<file path="config.mk">
export PLATFORM = sky130hd
export DESIGN_NAME = sync_fifo_flags_flat
export DESIGN_NICKNAME = d
export VERILOG_FILES = /design/src/rtl/sync_fifo_flags_if.sv /design/src/rtl/sync_fifo_flags.sv /design/src/flat_wrapper.sv
export SDC_FILE = /design/constraint.sdc
export NUM_CORES = 1
export LEC_CHECK = 0
export ABC_AREA = 1
export BUFFER_PORTS_ARGS = -buffer_cell sky130_fd_sc_hd__buf_4
export CORE_MARGIN = 8
export CORE_UTILIZATION = 56
export CTS_CLUSTER_SIZE = 16
export DETAILED_ROUTE_END_ITERATION = 7
export HOLD_SLACK_MARGIN = 0.08
export PLACE_DENSITY_LB_ADDON = 0.15
export SLEW_MARGIN = 0
export SYNTH_ARGS = -nofsm -noshare
export SYNTH_HDL_FRONTEND = slang
export SYNTH_SLANG_ARGS = --single-unit
</file>
<file path="constraint.sdc">
create_clock -name clk -period 2 [get_ports clk]
set_input_delay 0.2 -clock clk [delete_from_list [all_inputs] [get_ports clk]]
set_output_delay 0.2 -clock clk [all_outputs]
set_load 0.01 [all_outputs]
</file>
<file path="src/rtl/sync_fifo_flags_if.sv">
// Request/response bundle for sync_fifo_flags: write/read/flush requests in,
// registered read data plus level and sticky error flags out.
interface sync_fifo_flags_if #(
    parameter int unsigned DATA_WIDTH = 8,
    parameter int unsigned ADDR_WIDTH = 5
);
    logic                  Wr_enable;
    logic                  Read_enable;
    logic                  flush;
    logic [DATA_WIDTH-1:0] data_in;
    logic [DATA_WIDTH-1:0] data_out;
    logic                  data_valid;
    logic                  full;
    logic                  empty;
    logic                  almost_full;
    logic                  almost_empty;
    logic [ADDR_WIDTH:0]   count;
    logic                  overflow;
    logic                  underflow;

    modport master (
        output Wr_enable, Read_enable, flush, data_in,
        input  data_out, data_valid, full, empty, almost_full, almost_empty, count,
               overflow, underflow
    );

    modport slave (
        input  Wr_enable, Read_enable, flush, data_in,
        output data_out, data_valid, full, empty, almost_full, almost_empty, count,
               overflow, underflow
    );
endinterface

</file>
<file path="src/rtl/sync_fifo_flags.sv">
// Single-clock FIFO with registered read data, level flags derived from count,
// and sticky overflow/underflow cleared only by rst or flush.
module sync_fifo_flags #(
    parameter int unsigned DATA_WIDTH = 8,
    parameter int unsigned ADDR_WIDTH = 5,
    parameter int unsigned AF_LEVEL   = 2**ADDR_WIDTH - 2,
    parameter int unsigned AE_LEVEL   = 2
) (
    input logic               clk,
    input logic               rst,
    sync_fifo_flags_if.slave  bus
);
    localparam int unsigned DEPTH = 2**ADDR_WIDTH;
    localparam int unsigned CNT_W = ADDR_WIDTH + 1;

    localparam logic [ADDR_WIDTH:0] DepthCnt = CNT_W'(DEPTH);
    localparam logic [ADDR_WIDTH:0] AfCnt    = CNT_W'(AF_LEVEL);
    localparam logic [ADDR_WIDTH:0] AeCnt    = CNT_W'(AE_LEVEL);

    logic [DATA_WIDTH-1:0] mem [DEPTH];

    logic [ADDR_WIDTH-1:0] wr_ptr_q, wr_ptr_d;
    logic [ADDR_WIDTH-1:0] rd_ptr_q, rd_ptr_d;
    logic [ADDR_WIDTH:0]   count_q, count_d;
    logic [DATA_WIDTH-1:0] data_out_q, data_out_d;
    logic                  data_valid_q, data_valid_d;
    logic                  overflow_q, overflow_d;
    logic                  underflow_q, underflow_d;

    logic full, empty, wr_ok, rd_ok;

    assign full  = (count_q == DepthCnt);
    assign empty = (count_q == '0);
    assign wr_ok = bus.Wr_enable && !full && !bus.flush;
    assign rd_ok = bus.Read_enable && !empty && !bus.flush;

    always_comb begin
        wr_ptr_d     = wr_ptr_q;
        rd_ptr_d     = rd_ptr_q;
        count_d      = count_q;
        data_out_d   = data_out_q;
        data_valid_d = 1'b0;
        overflow_d   = overflow_q;
        underflow_d  = underflow_q;
        if (bus.flush) begin
            wr_ptr_d    = '0;
            rd_ptr_d    = '0;
            count_d     = '0;
            overflow_d  = 1'b0;
            underflow_d = 1'b0;
        end else begin
            if (wr_ok) wr_ptr_d = wr_ptr_q + 1'b1;
            if (rd_ok) begin
                rd_ptr_d     = rd_ptr_q + 1'b1;
                data_out_d   = mem[rd_ptr_q];
                data_valid_d = 1'b1;
            end
            if (wr_ok && !rd_ok) begin
                count_d = count_q + 1'b1;
            end else if (rd_ok && !wr_ok) begin
                count_d = count_q - 1'b1;
            end
            if (bus.Wr_enable && full) overflow_d = 1'b1;
            // A read at empty paired with a write is not an error: the write fills the slot.
            if (bus.Read_enable && empty && !bus.Wr_enable) underflow_d = 1'b1;
        end
    end

    always_ff @(posedge clk or posedge rst) begin
        if (rst) begin
            wr_ptr_q     <= '0;
            rd_ptr_q     <= '0;
            count_q      <= '0;
            data_out_q   <= '0;
            data_valid_q <= 1'b0;
            overflow_q   <= 1'b0;
            underflow_q  <= 1'b0;
        end else begin
            wr_ptr_q     <= wr_ptr_d;
            rd_ptr_q     <= rd_ptr_d;
            count_q      <= count_d;
            data_out_q   <= data_out_d;
            data_valid_q <= data_valid_d;
            overflow_q   <= overflow_d;
            underflow_q  <= underflow_d;
        end
    end

    // Storage is deliberately left out of reset.
    always_ff @(posedge clk) begin
        if (wr_ok) mem[wr_ptr_q] <= bus.data_in;
    end

    assign bus.data_out     = data_out_q;
    assign bus.data_valid   = data_valid_q;
    assign bus.full         = full;
    assign bus.empty        = empty;
    assign bus.almost_full  = (count_q >= AfCnt);
    assign bus.almost_empty = (count_q <= AeCnt);
    assign bus.count        = count_q;
    assign bus.overflow     = overflow_q;
    assign bus.underflow    = underflow_q;
endmodule
</file>
<file path="src/flat_wrapper.sv">
// flat-port wrapper written by rule: the top's interface ports become plain ports
module sync_fifo_flags_flat 
#(
    parameter int unsigned DATA_WIDTH = 8,
    parameter int unsigned ADDR_WIDTH = 5,
    parameter int unsigned AF_LEVEL   = 2**ADDR_WIDTH - 2,
    parameter int unsigned AE_LEVEL   = 2
)
  (clk, rst, bus_Wr_enable, bus_Read_enable, bus_flush, bus_data_in, bus_data_out, bus_data_valid, bus_full, bus_empty, bus_almost_full, bus_almost_empty, bus_count, bus_overflow, bus_underflow);
  sync_fifo_flags_if #(.DATA_WIDTH(DATA_WIDTH), .ADDR_WIDTH(ADDR_WIDTH)) bus_i ();
  input logic clk;
  input logic rst;
  input wire logic [$bits(bus_i.Wr_enable)-1:0] bus_Wr_enable;
  input wire logic [$bits(bus_i.Read_enable)-1:0] bus_Read_enable;
  input wire logic [$bits(bus_i.flush)-1:0] bus_flush;
  input wire logic [$bits(bus_i.data_in)-1:0] bus_data_in;
  output wire logic [$bits(bus_i.data_out)-1:0] bus_data_out;
  output wire logic [$bits(bus_i.data_valid)-1:0] bus_data_valid;
  output wire logic [$bits(bus_i.full)-1:0] bus_full;
  output wire logic [$bits(bus_i.empty)-1:0] bus_empty;
  output wire logic [$bits(bus_i.almost_full)-1:0] bus_almost_full;
  output wire logic [$bits(bus_i.almost_empty)-1:0] bus_almost_empty;
  output wire logic [$bits(bus_i.count)-1:0] bus_count;
  output wire logic [$bits(bus_i.overflow)-1:0] bus_overflow;
  output wire logic [$bits(bus_i.underflow)-1:0] bus_underflow;
  assign bus_i.Wr_enable = bus_Wr_enable;
  assign bus_i.Read_enable = bus_Read_enable;
  assign bus_i.flush = bus_flush;
  assign bus_i.data_in = bus_data_in;
  assign bus_data_out = bus_i.data_out;
  assign bus_data_valid = bus_i.data_valid;
  assign bus_full = bus_i.full;
  assign bus_empty = bus_i.empty;
  assign bus_almost_full = bus_i.almost_full;
  assign bus_almost_empty = bus_i.almost_empty;
  assign bus_count = bus_i.count;
  assign bus_overflow = bus_i.overflow;
  assign bus_underflow = bus_i.underflow;
  sync_fifo_flags #(.DATA_WIDTH(DATA_WIDTH), .ADDR_WIDTH(ADDR_WIDTH), .AF_LEVEL(AF_LEVEL), .AE_LEVEL(AE_LEVEL)) u_core (.clk(clk), .rst(rst), .bus(bus_i));
endmodule
</file>
### After elaboration in Yosys (flattened, before gate mapping)

Memory sizes are Yosys's and may differ from the RTL's. A register that Yosys moved wholly into a read port is not among the register bits.
Index checks and enable logic that the tools add are counted.
W data, S select, Z words.

* $add $sub $neg: 4
* $mul: 0
* div/mod/pow operators: 0
* $lt $le $gt $ge: 2
* equal/unequal tests: 1
* shift operators: 0
* multiplexer cells: 15
* bitwise logic cells: 1
* reductions and logical operators: 22

Operators with widths (number)
* $mux W5: 4
* $mux W6: 3
* $add A5 B1 Y5 const B: 2
* $logic_and A1 B1 Y1: 9
* $mux W1: 8
* $reduce_bool A2 Y1: 4
* $add A6 B1 Y6 const B: 1
* $eq A6 B6 Y1 const B: 1
* $ge A6 B5 Y1 const B: 1
* $le A6 B2 Y1 const B: 1
* $logic_not A1 Y1: 6
* $logic_not A6 Y1: 1
* $sub A6 B1 Y6 const B: 1
* $reduce_bool A3 Y1: 1
* $reduce_and A2 Y1: 1
* $not A1 Y1: 1

* flip-flop bits (word level): 19
* latch bits: 0
* memory bits (writable): 256
* ROM bits: 0
* bits of input ports: 13
* output and inout bits: 21
* logic and storage cells: 52
* memories: 1

Memory list
* u_core.mem: depth 32, width 8, rd ports 1, clocked after memory_dff 1, write ports 1, RTL line sync_fifo_flags.sv:20 `logic [DATA_WIDTH-1:0] mem [DEPTH];`

### Depth between registers and ports, before layout

Gate-level depths: netlist of run 1.

* depth in word-level cells: 9
* depth in mapped cells: 15
* depth with buffers taken out: 15

### Least setup slack after synthesis of run 1

Ideal clock, no wire load.

* path type: flip-flop to flip-flop
* start: register u_core.count_q[5], in the netlist u_core.bus.count[5]
* end: register u_core.count_q[5], in the netlist u_core.bus.count[5]
* setup time: 0.117 ns
* arrival: 1.998 ns
* required time: 1.883 ns
* slack: -0.115 ns
* stages on the path, launching flop included: 14
* path buffers: 0
* period minus slack after synthesis: 2.115 ns
* cells stage by stage: dfrtp_1 > inv_1 > nor2_1 > nand3_2 > nand3_2 > inv_2 > nand2_2 > ha_1 > nand4_1 > or2_2 > nand3_1 > nand3_1 > nand3_1 > nand2_1

* cells in the longest elaborated chain, start to end: 8
* elaborated cells on any way between the ends: 18
* those cells by class: add/sub: 2; eq/ne: 1; mux: 3; reduce/logical: 12

Ends and longest elaborated chain
* from (decl): RTL line sync_fifo_flags.sv:24 `logic [ADDR_WIDTH:0] count_q, count_d;`
* from (signal assigned): RTL line sync_fifo_flags.sv:81 `count_q <= count_d;`
* parallel branches: the longest is 8 deep, another holds $sub A6 B1 Y6

Several ways; the timed one is not identified. The select of a mux whose other input is x is not followed.
A chain may end at the register's enable or synchronous reset.

### Final worst setup path of run 1

Same ends and word-level chain as after synthesis.

==> summary.md, run 1 <==
| Metric | Value |
|---|---|
| Largest net degree at the start of global routing | `59` |
| DP HPWL | `17.4 mm` |
| Mapped Nets | `1,199` |
| Syn avg cell area | `10.6 um^2` |
| I/O Pins | `34` |
| Reg2Reg Capture Point | `u_core.bus.count[5]` |
| Multiplexer share of the synthesized area | `0%` |
| Final worst-path cycle share | `98.4%` |
| Fillers | `1,629` |
| Clk sinks | `283` |
| Most frequent CP cell | `nand3_4` |
| Status | `complete, no violations` |
| Fin nets | `1,294` |
| Worst-Margin Slew | `560 ps` |
| Async SR Flop Fraction | `9.54%` |
| Post-place setup slack | `-18.9 ps` |
| Initial core utilization | `57.0%` |
| Library cells used by synthesis | `35` |
| Final ANT Viol Nets | `0` |
| Area Growth Syn to Fin | `18.4%` |
| Clk buf depth | `3` |
| CTS H-tree lvls | `1` |
| CTS tree | `done` |
| Max-cap violations | `0` |
| Share of cells above drive strength 1 | `17.6%` |
| Xor/xnor cell area share of the yosys netlist | `0.352%` |
| Skew final | `12.8 ps` |
| CP Cell Sequence | `inv_2 > nor2_2 > nand3_4 > nand3_4 > inv_4 > nand2_8 > ha_4 > nand4_1 > or2_4 > nand3_4 > nand3_2 > nand3_2 > nand2_1` |
| Num CTS Buffers | `29` |
| Worst EP arrival | `2390 ps` |
| Number of vias per cell | `5.34` |
| Remaining DRCs | `0` |
| Largest family of logic cells by synthesized area | `simple AND/OR/NAND/NOR gates` |
| Initial DRC Count | `774` |
| CP max stage cell | `dfrtp_2` |
| CTS root buffer | `clkbuf_16` |
| Leak | `6.00 nW` |
| R2R depth | `13` |
| Compound-Gate Fraction of Synth Area | `2.86%` |
| CP max FO | `5` |
| Final Util | `67.5%` |
| Worst setup margin | `32.5 ps` |
| CTS clock-pin slew for the worst setup and hold paths | `60 ps` |
| Max VDD drop | `0.000701 V` |
| Startpoint types | `register` |
| Post-Syn Instances | `1,176` |
| DRT Pass-1 Iters | `6` |
| Worst-Skew Late Latency | `530 ps` |
| PD cells | `1070 nW/um^2` |
| Total grt overflow | `0` |
| Number of global-route vias before repair | `8,146` |
| IO buf count | `33` |
| Core region area | `21,800 um^2` |
| Final RePlAce weighted congestion | `0.855` |
| Post-synth EDFFs | `256` |
| Crit path to | `u_core.bus.count[5]` |
| Fin. max-slew vios | `0` |
| Post-synthesis simple-gate area fraction | `21.2%` |
| CP bufs+invs | `2` |
| Fin. Hold Viols | `0` |
| Flops & latches, synth | `283` |
| Period minus WS final | `1970 ps` |
| Warnings from Yosys | `0` |
| Worst setup path category | `register to register` |
| Final wirelength | `27.8 mm` |
| Die Wd | `165 um` |
| Total power of the final layout | `15.7 mW` |
| Ys flop type | `edfxtp_1` |
| Worst path max stage delay | `450 ps` |
| Worst R2R Setup Slack | `30 ps` |
| Area share of fa/ha/maj cells after synthesis | `1.07%` |
| Crit. Startpoint | `u_core.bus.count[5]` |
| Via count | `8,382` |
| Total Routing Usage GR | `20.8%` |
| Crit path required time | `2420 ps` |
| Critical path depth in cells | `13` |
| Worst min path class | `input port to register` |
| R2R Path Start | `u_core.bus.count[5]` |
| Most frequent cells in the layout | `292 x nand2_1, 256 x edfxtp_1, 195 x nand3_1` |
| Post-synthesis sequential area ratio | `67.2%` |
| Top delay family on crit path | `simple AND/OR/NAND/NOR gates` |
| Antenna violations before repair | `0` |
| Diodes inserted | `0` |
| Die height | `165 um` |
| First-pass GRT wire length | `44.1 mm` |
| Routed length per instance | `17.7 um` |
| F_max | `0.508 GHz` |
| Crit end category | `register` |
| Final setup viols | `0` |
| Die area | `27,200 um^2` |
| RSZ-0062 raised after global routing | `true` |
| Row cnt | `54` |
| Commonest non-fill, non-tap cell in the layout | `nand2_1` |
| Syn Std Cell Area | `12,400 um^2` |
| Slew HR | `62.5%` |
## per-stage QoR
| stage | setup TNS, ps | cells | hold slack [ps] | cell area (um^2) |
|---|---|---|---|---|
| finish | 0 | 1570 | 108 | 14700 |
| global route | -955 | 1570 | 114 | 14700 |
| CTS | 0 | 1564 | 84.8 | 14400 |
| detailed placement | -18.9 | 1509 | 297 | 13500 |
| global placement | 0 | 1509 | 287 | 13500 |
| floorplan | 0 | 1176 | 253 | 12500 |
## power by group
part	internal (mW)	switching, mW	total, mW
Clock	2.96	2.10	5.06
Combinational	1.54	2.33	3.87
Sequential	6.64	0.167	6.81
## cells by family (layout without fill, tap and decap cells)
| logic type | Yosys count | after routing |
|---|---|---|
| xor gates and xnor gates | 5 | 5 |
| AOI/OAI and AO/OA | 64 | 64 |
| adders and majority gates | 10 | 10 |
| and+or+nand+nor | 598 | 598 |
| DFF | 283 | 283 |
| buffers and inverters | 216 | 330 |
## state kept, by name (all words and copies together), names as in the netlist
register and count:
u_core.bus.count 6, u_core.bus.data_out 8, u_core.bus.data_valid 1, u_core.bus.overflow 1, u_core.bus.underflow 1, u_core.mem 256
u_core.rd_ptr_q 5, u_core.wr_ptr_q 5
## cells in the mapped netlist, types with 3 or more instances
library cell	n	area [um^2]
nand3_2	4	40.0
buf_2	25	125
o21ai_0	29	145
nand3_1	200	1000
o211ai_1	8	60.1
nand2_1	296	1110
dfrtp_1	27	676
inv_2	4	15.0
o22ai_1	6	37.5
buf_6	6	67.6
clkinv_1	3	11.3
clkbuf_1	9	33.8
buf_4	8	60.1
ha_1	9	113
or2_1	15	93.8
xnor2_1	3	26.3
inv_1	154	578
nor3_1	4	20.0
nand2_2	4	25.0
edfxtp_1	256	7690
nor2_1	58	218
a21oi_1	5	25.0
o21ai_1	13	65.1
buf_1	7	26.3
or2_2	10	62.6
## how the worst min path moves through the flow
stage | start | end | slack [ps] | cells after the start
2_1_floorplan | rst | u_core.bus.count[1] | 250 | 1
3_3_place_gp | rst | u_core.bus.underflow | 290 | 3
3_5_place_dp | rst | u_core.bus.data_valid | 300 | 3
4_1_cts | bus_Read_enable | u_core.rd_ptr_q[1] | 80 | 4
5_1_grt | bus_data_in[6] | u_core.mem[22][6] | 110 | 1
6_report | bus_Read_enable | u_core.rd_ptr_q[1] | 110 | 4
## layer usage
metal	GRT usage [%]	share of wire, %	up-vias
met2	32.9	46	269
met4	5.65	2.2	0
met3	3.35	7.7	44
met5	0	0	-
li1	-	-	4101
met1	29.7	44	3968
## repair_timing
| item | CTS | global route |
|---|---|---|
| resized for setup | 3 | 61 |
| pin swaps | 0 | 14 |
| endpoints found under the hold margin | 31 | 0 |
| hold buffers | 4 | 0 |
| endpoints found under the setup margin | 1 | 179 |
| setup buffers | 1 | 6 |
## layout make-up
class	count	area (um^2)	share of cell area [%]
flip-flops and latches	283	8370	56.8
multi-input cells	677	3430	23.3
repair buffers	119	1080	7.30
clock buffers	38	811	5.50
inverters	161	607	4.12
well taps	280	350	2.38
clock inverters	12	87.6	0.594
## worst reg2reg max path, cell delays in order (launching register included)
cell     delay [ps]
dfrtp_2         450
inv_2            80
nor2_2           50
nand3_4         100
nand3_4         100
inv_4            90
nand2_8          80
ha_4            280
nand4_1          90
or2_4           260
nand3_4         100
nand3_2          80
nand3_2          60
nand2_1          40
Note: power is estimated with default switching activity, not from simulation.
==> run 2, diff against run 1 <==
ABC_AREA = unset   (was 1)
==> summary.md, run 2 <==
| Metric | Value |
|---|---|
| Top-count cell post-synth | `edfxtp_1` |
| Clk sinks | `283 (unchanged)` |
| I/O Pins | `34 (unchanged)` |
| PD cells | `1180 nW/um^2 (+10%)` |
| Failing checks | `setup timing` |
| Skew final | `17.5 ps (+4.74 ps)` |
| Total grt overflow | `0 (unchanged)` |
| Crit path required time | `2420 ps (about the same)` |
| Startpoint types | `register` |
| CTS tree | `done` |
| R2R Path Start | `u_core.bus.count[4]` |
| Total Routing Usage GR | `21.9% (+1.0 points)` |
| Ys flop type | `edfxtp_1` |
| Crit. Startpoint | `u_core.bus.count[4]` |
| Share of cells above drive strength 1 | `46.6% (+29 points)` |
| Die height | `158 um (-4.1%)` |
| Worst setup path category | `register to register` |
| Int Pwr | `12.5 mW (+13%)` |
| RSZ-0062 raised after global routing | `true` |
| Post-synth EDFFs | `256 (unchanged)` |
| Fin nets | `743 (-43%)` |
| Final wirelength | `27.1 mm (-2.6%)` |
| Remaining DRCs | `0 (unchanged)` |
| Post-synth top cells | `256 x edfxtp_1, 68 x mux4_2, 62 x nor2_1` |
| Reg2Reg Capture Point | `u_core.bus.count[5]` |
| Share of the synthesized area in the top cell type | `67.8% (+6.0 points)` |
| CTS H-tree lvls | `1 (unchanged)` |
| Hold-critical path depth | `1 (-3)` |
| Die area | `25,100 um^2 (-8.0%)` |
| Area Growth Syn to Fin | `29.2%` |
| R2R depth | `9 (-4)` |
| Clk buf depth | `3 (unchanged)` |
| Worst path max stage delay | `560 ps (+110 ps)` |
| Die Wd | `158 um (-4.1%)` |
| Worst EP arrival | `3170 ps (+780 ps)` |
| Row cnt | `52 (-3.7%)` |
| Routed length per instance | `26.8 um (+51%)` |
| CP Cell Sequence | `or4_4 > o31ai_4 > nand2_4 > ha_4 > a211oi_2 > o21bai_1 > a21oi_1 > mux2i_1 > mux2_1` |
| Register share of total power | `39.3% (-4.0 points)` |
| Critical path depth in cells | `9 (-4)` |
| Crit end category | `register` |
| Largest net degree at the start of global routing | `33 (-44%)` |
| Flops & latches, synth | `283 (unchanged)` |
| Max VDD drop | `0.000783 V (+12%)` |
| DP HPWL | `16.0 mm (-8.1%)` |
| Fin. max-slew vios | `0 (unchanged)` |
| F_max | `0.364 GHz (-28%)` |
| Max-cap violations | `0 (unchanged)` |
| Final setup viols | `278 (+278)` |
| Placed instance area | `12,700 um^2 (-6.1%)` |
| Final instance area | `14,700 um^2 (-0.53%)` |
| Worst hold margin | `101 ps (-6.28 ps)` |
| Most frequent cells in the layout | `256 x edfxtp_1, 76 x buf_4, 68 x mux4_2` |
| Leak | `4.83 nW (-19%)` |
| Switching Fraction | `27.5% (-1.8 points)` |
| Crit path to | `u_core.bus.count[5]` |
| Biggest register | `u_core.mem` |
| Number of vias per cell | `6.10 (+14%)` |
| Core region area | `20,000 um^2 (-8.2%)` |
| Synth top area cells | `edfxtp_1 68%, mux4_2 13%, dfrtp_1 6.0%` |
| Final Util | `73.1% (+5.6 points)` |
| Worst R2R Setup Slack | `-750 ps (-780 ps)` |
| IO buf count | `33 (unchanged)` |
| Worst-Skew Late Latency | `540 ps (about the same)` |
| Top delay family on crit path | `compound AO/OA/AOI/OAI gates` |
| Via count | `6,172 (-26%)` |
| Fin. Hold Viols | `0 (unchanged)` |
| CTS root buffer | `clkbuf_16` |
| Worst-Margin Slew | `1020 ps (+460 ps)` |
| Final RePlAce weighted congestion | `0.829 (-3.0%)` |
| Commonest non-fill, non-tap cell in the layout | `edfxtp_1` |
| Syn avg cell area | `19.5 um^2 (+84%)` |
| First-pass GRT wire length | `39.8 mm (-9.8%)` |
| Number of flip-flops in the largest register | `256 (unchanged)` |
| DRT Pass-1 Iters | `5 (-1)` |
| Final ANT Viol Nets | `0 (unchanged)` |
| Syn Std Cell Area | `11,300 um^2 (-8.8%)` |
| Antenna violations before repair | `0 (unchanged)` |
| Initial core utilization | `56.6% (-0.40 points)` |
| Final worst-path cycle share | `137% (+39 points)` |
| CP max stage cell | `or4_4` |
| Initial DRC Count | `720 (-7.0%)` |
| Clk pwr share | `29.7% (-2.4 points)` |
| Async SR Flop Fraction | `9.54% (unchanged)` |
| Slew HR | `32.0% (-30 points)` |
| CTS clock-pin slew for the worst setup and hold paths | `60 ps (about the same)` |
| CP bufs+invs | `0 (-2)` |
| Worst setup margin | `-750 ps (-782 ps)` |
| Synth area leader | `edfxtp_1` |
| Worst min path class | `input port to register` |
| Post-synthesis sequential area ratio | `73.7% (+6.5 points)` |
| Status | `finished with violations` |
| Library cells used by synthesis | `42 (+20%)` |
| Post-Syn Instances | `583 (-50%)` |
| Number of global-route vias before repair | `6,402 (-21%)` |
| Mapped Nets | `606 (-49%)` |
| Sw power | `4.75 mW (+3.3%)` |
| Combinational group share of total power | `31.0% (+6.4 points)` |
| Period minus WS final | `2750 ps (+782 ps)` |
| Diodes inserted | `0 (unchanged)` |
| CP max FO | `5 (unchanged)` |
| Warnings from Yosys | `0 (unchanged)` |
| Num CTS Buffers | `28 (-3.4%)` |
==> run 2: changes by cell type in the layout (fill, tap and decap cells not counted), sizes merged, moves of 17 or more <==
cell	previous run	this run
nand2	302	14
nand3	204	2
inv	159	8
mux4	0	68
o21ai	42	2
or2	25	0
mux2i	0	20
a21oi	5	22
==> run 2: layout make-up <==
cell class / instances / area (um^2)
Multi-Input combinational cell: 266 / 3450
Sequential cell: 283 / 8370
Tap cell: 270 / 338
Inverter: 7 / 26.3
Clock buffer: 37 / 756
Fill cell: 1124 / 5390
Timing Repair Buffer: 134 / 1570
Clock inverter: 15 / 145
==> run 2: timing repair <==
action | CTS | global route
buffers inserted | 27 | 14
hold buffers | 3 | 0
cloned | 5 | 0
endpoints found under the hold margin | 17 | 0
endpoints found under the setup margin | 208 | 277
pin swaps | 35 | 33
resized for setup | 70 | 51
==> run 2: worst reg2reg max path, delay by kind of cell, from the launching register on <==
kind,cells,cell delay (ps)
AND/OR/NAND/NOR,2,690
multiplexers,2,570
adder cells (fa/ha/maj),1,260
AO/OA/AOI/OAI,4,710
flip-flops,1,400
==> run 2: kinds of logic after synthesis <==
group	count (synthesis)	synth area share, %
flops	283	73.7
simple gates	106	4.32
mux	89	15.4
compound gates	50	3.04
buf+inv	34	1.48
xor+xnor	11	0.915
fa+ha+maj	10	1.17
==> run 2: through the flow <==
step           total power [mW]  instances  setup TNS, ps  worst slack, ps
3_3_place_gp               10.8        923          -6160             -694
2_1_floorplan              9.31        583         -53500             -830
3_5_place_dp               10.9        923         -13270             -816
5_1_grt                    17.9       1012         -39930             -850
6_report                   17.3       1012         -24810             -750
4_1_cts                    17.0       1006          -3660             -732
==> run 2: power groups by stage <==
| stage | combinational (mW) | sequential, mW | clock [mW] |
|---|---|---|---|
| floorplan | 2.36 | 6.95 | 0 |
| global placement | 3.89 | 6.93 | 0 |
| detailed placement | 3.99 | 6.94 | 0 |
| CTS | 5.07 | 6.77 | 5.18 |
| global route | 5.63 | 6.81 | 5.45 |
| finish | 5.36 | 6.79 | 5.14 |
==> run 2: worst min-delay path by stage <==
| stage | start | endpoint | slack [ps] |
|---|---|---|---|
| 3_5_place_dp | rst | u_core.bus.data_out[2] | 320 |
| 5_1_grt | bus_data_in[2] | u_core.mem[27][2] | 100 |
| 4_1_cts | bus_data_in[2] | u_core.mem[17][2] | 90 |
| 2_1_floorplan | rst | u_core.bus.count[0] | 250 |
| 6_report | bus_data_in[2] | u_core.mem[27][2] | 100 |
| 3_3_place_gp | rst | u_core.bus.data_out[2] | 300 |
==> run 2: metal layers <==
metal | vias up | share of wire [%] | GRT usage (%)
li1 | 2619 | - | -
met1 | 3220 | 40 | 29.4
met2 | 284 | 50 | 36.4
met3 | 49 | 6.5 | 3.12
met4 | 0 | 2.9 | 7.23
met5 | - | 0 | 0
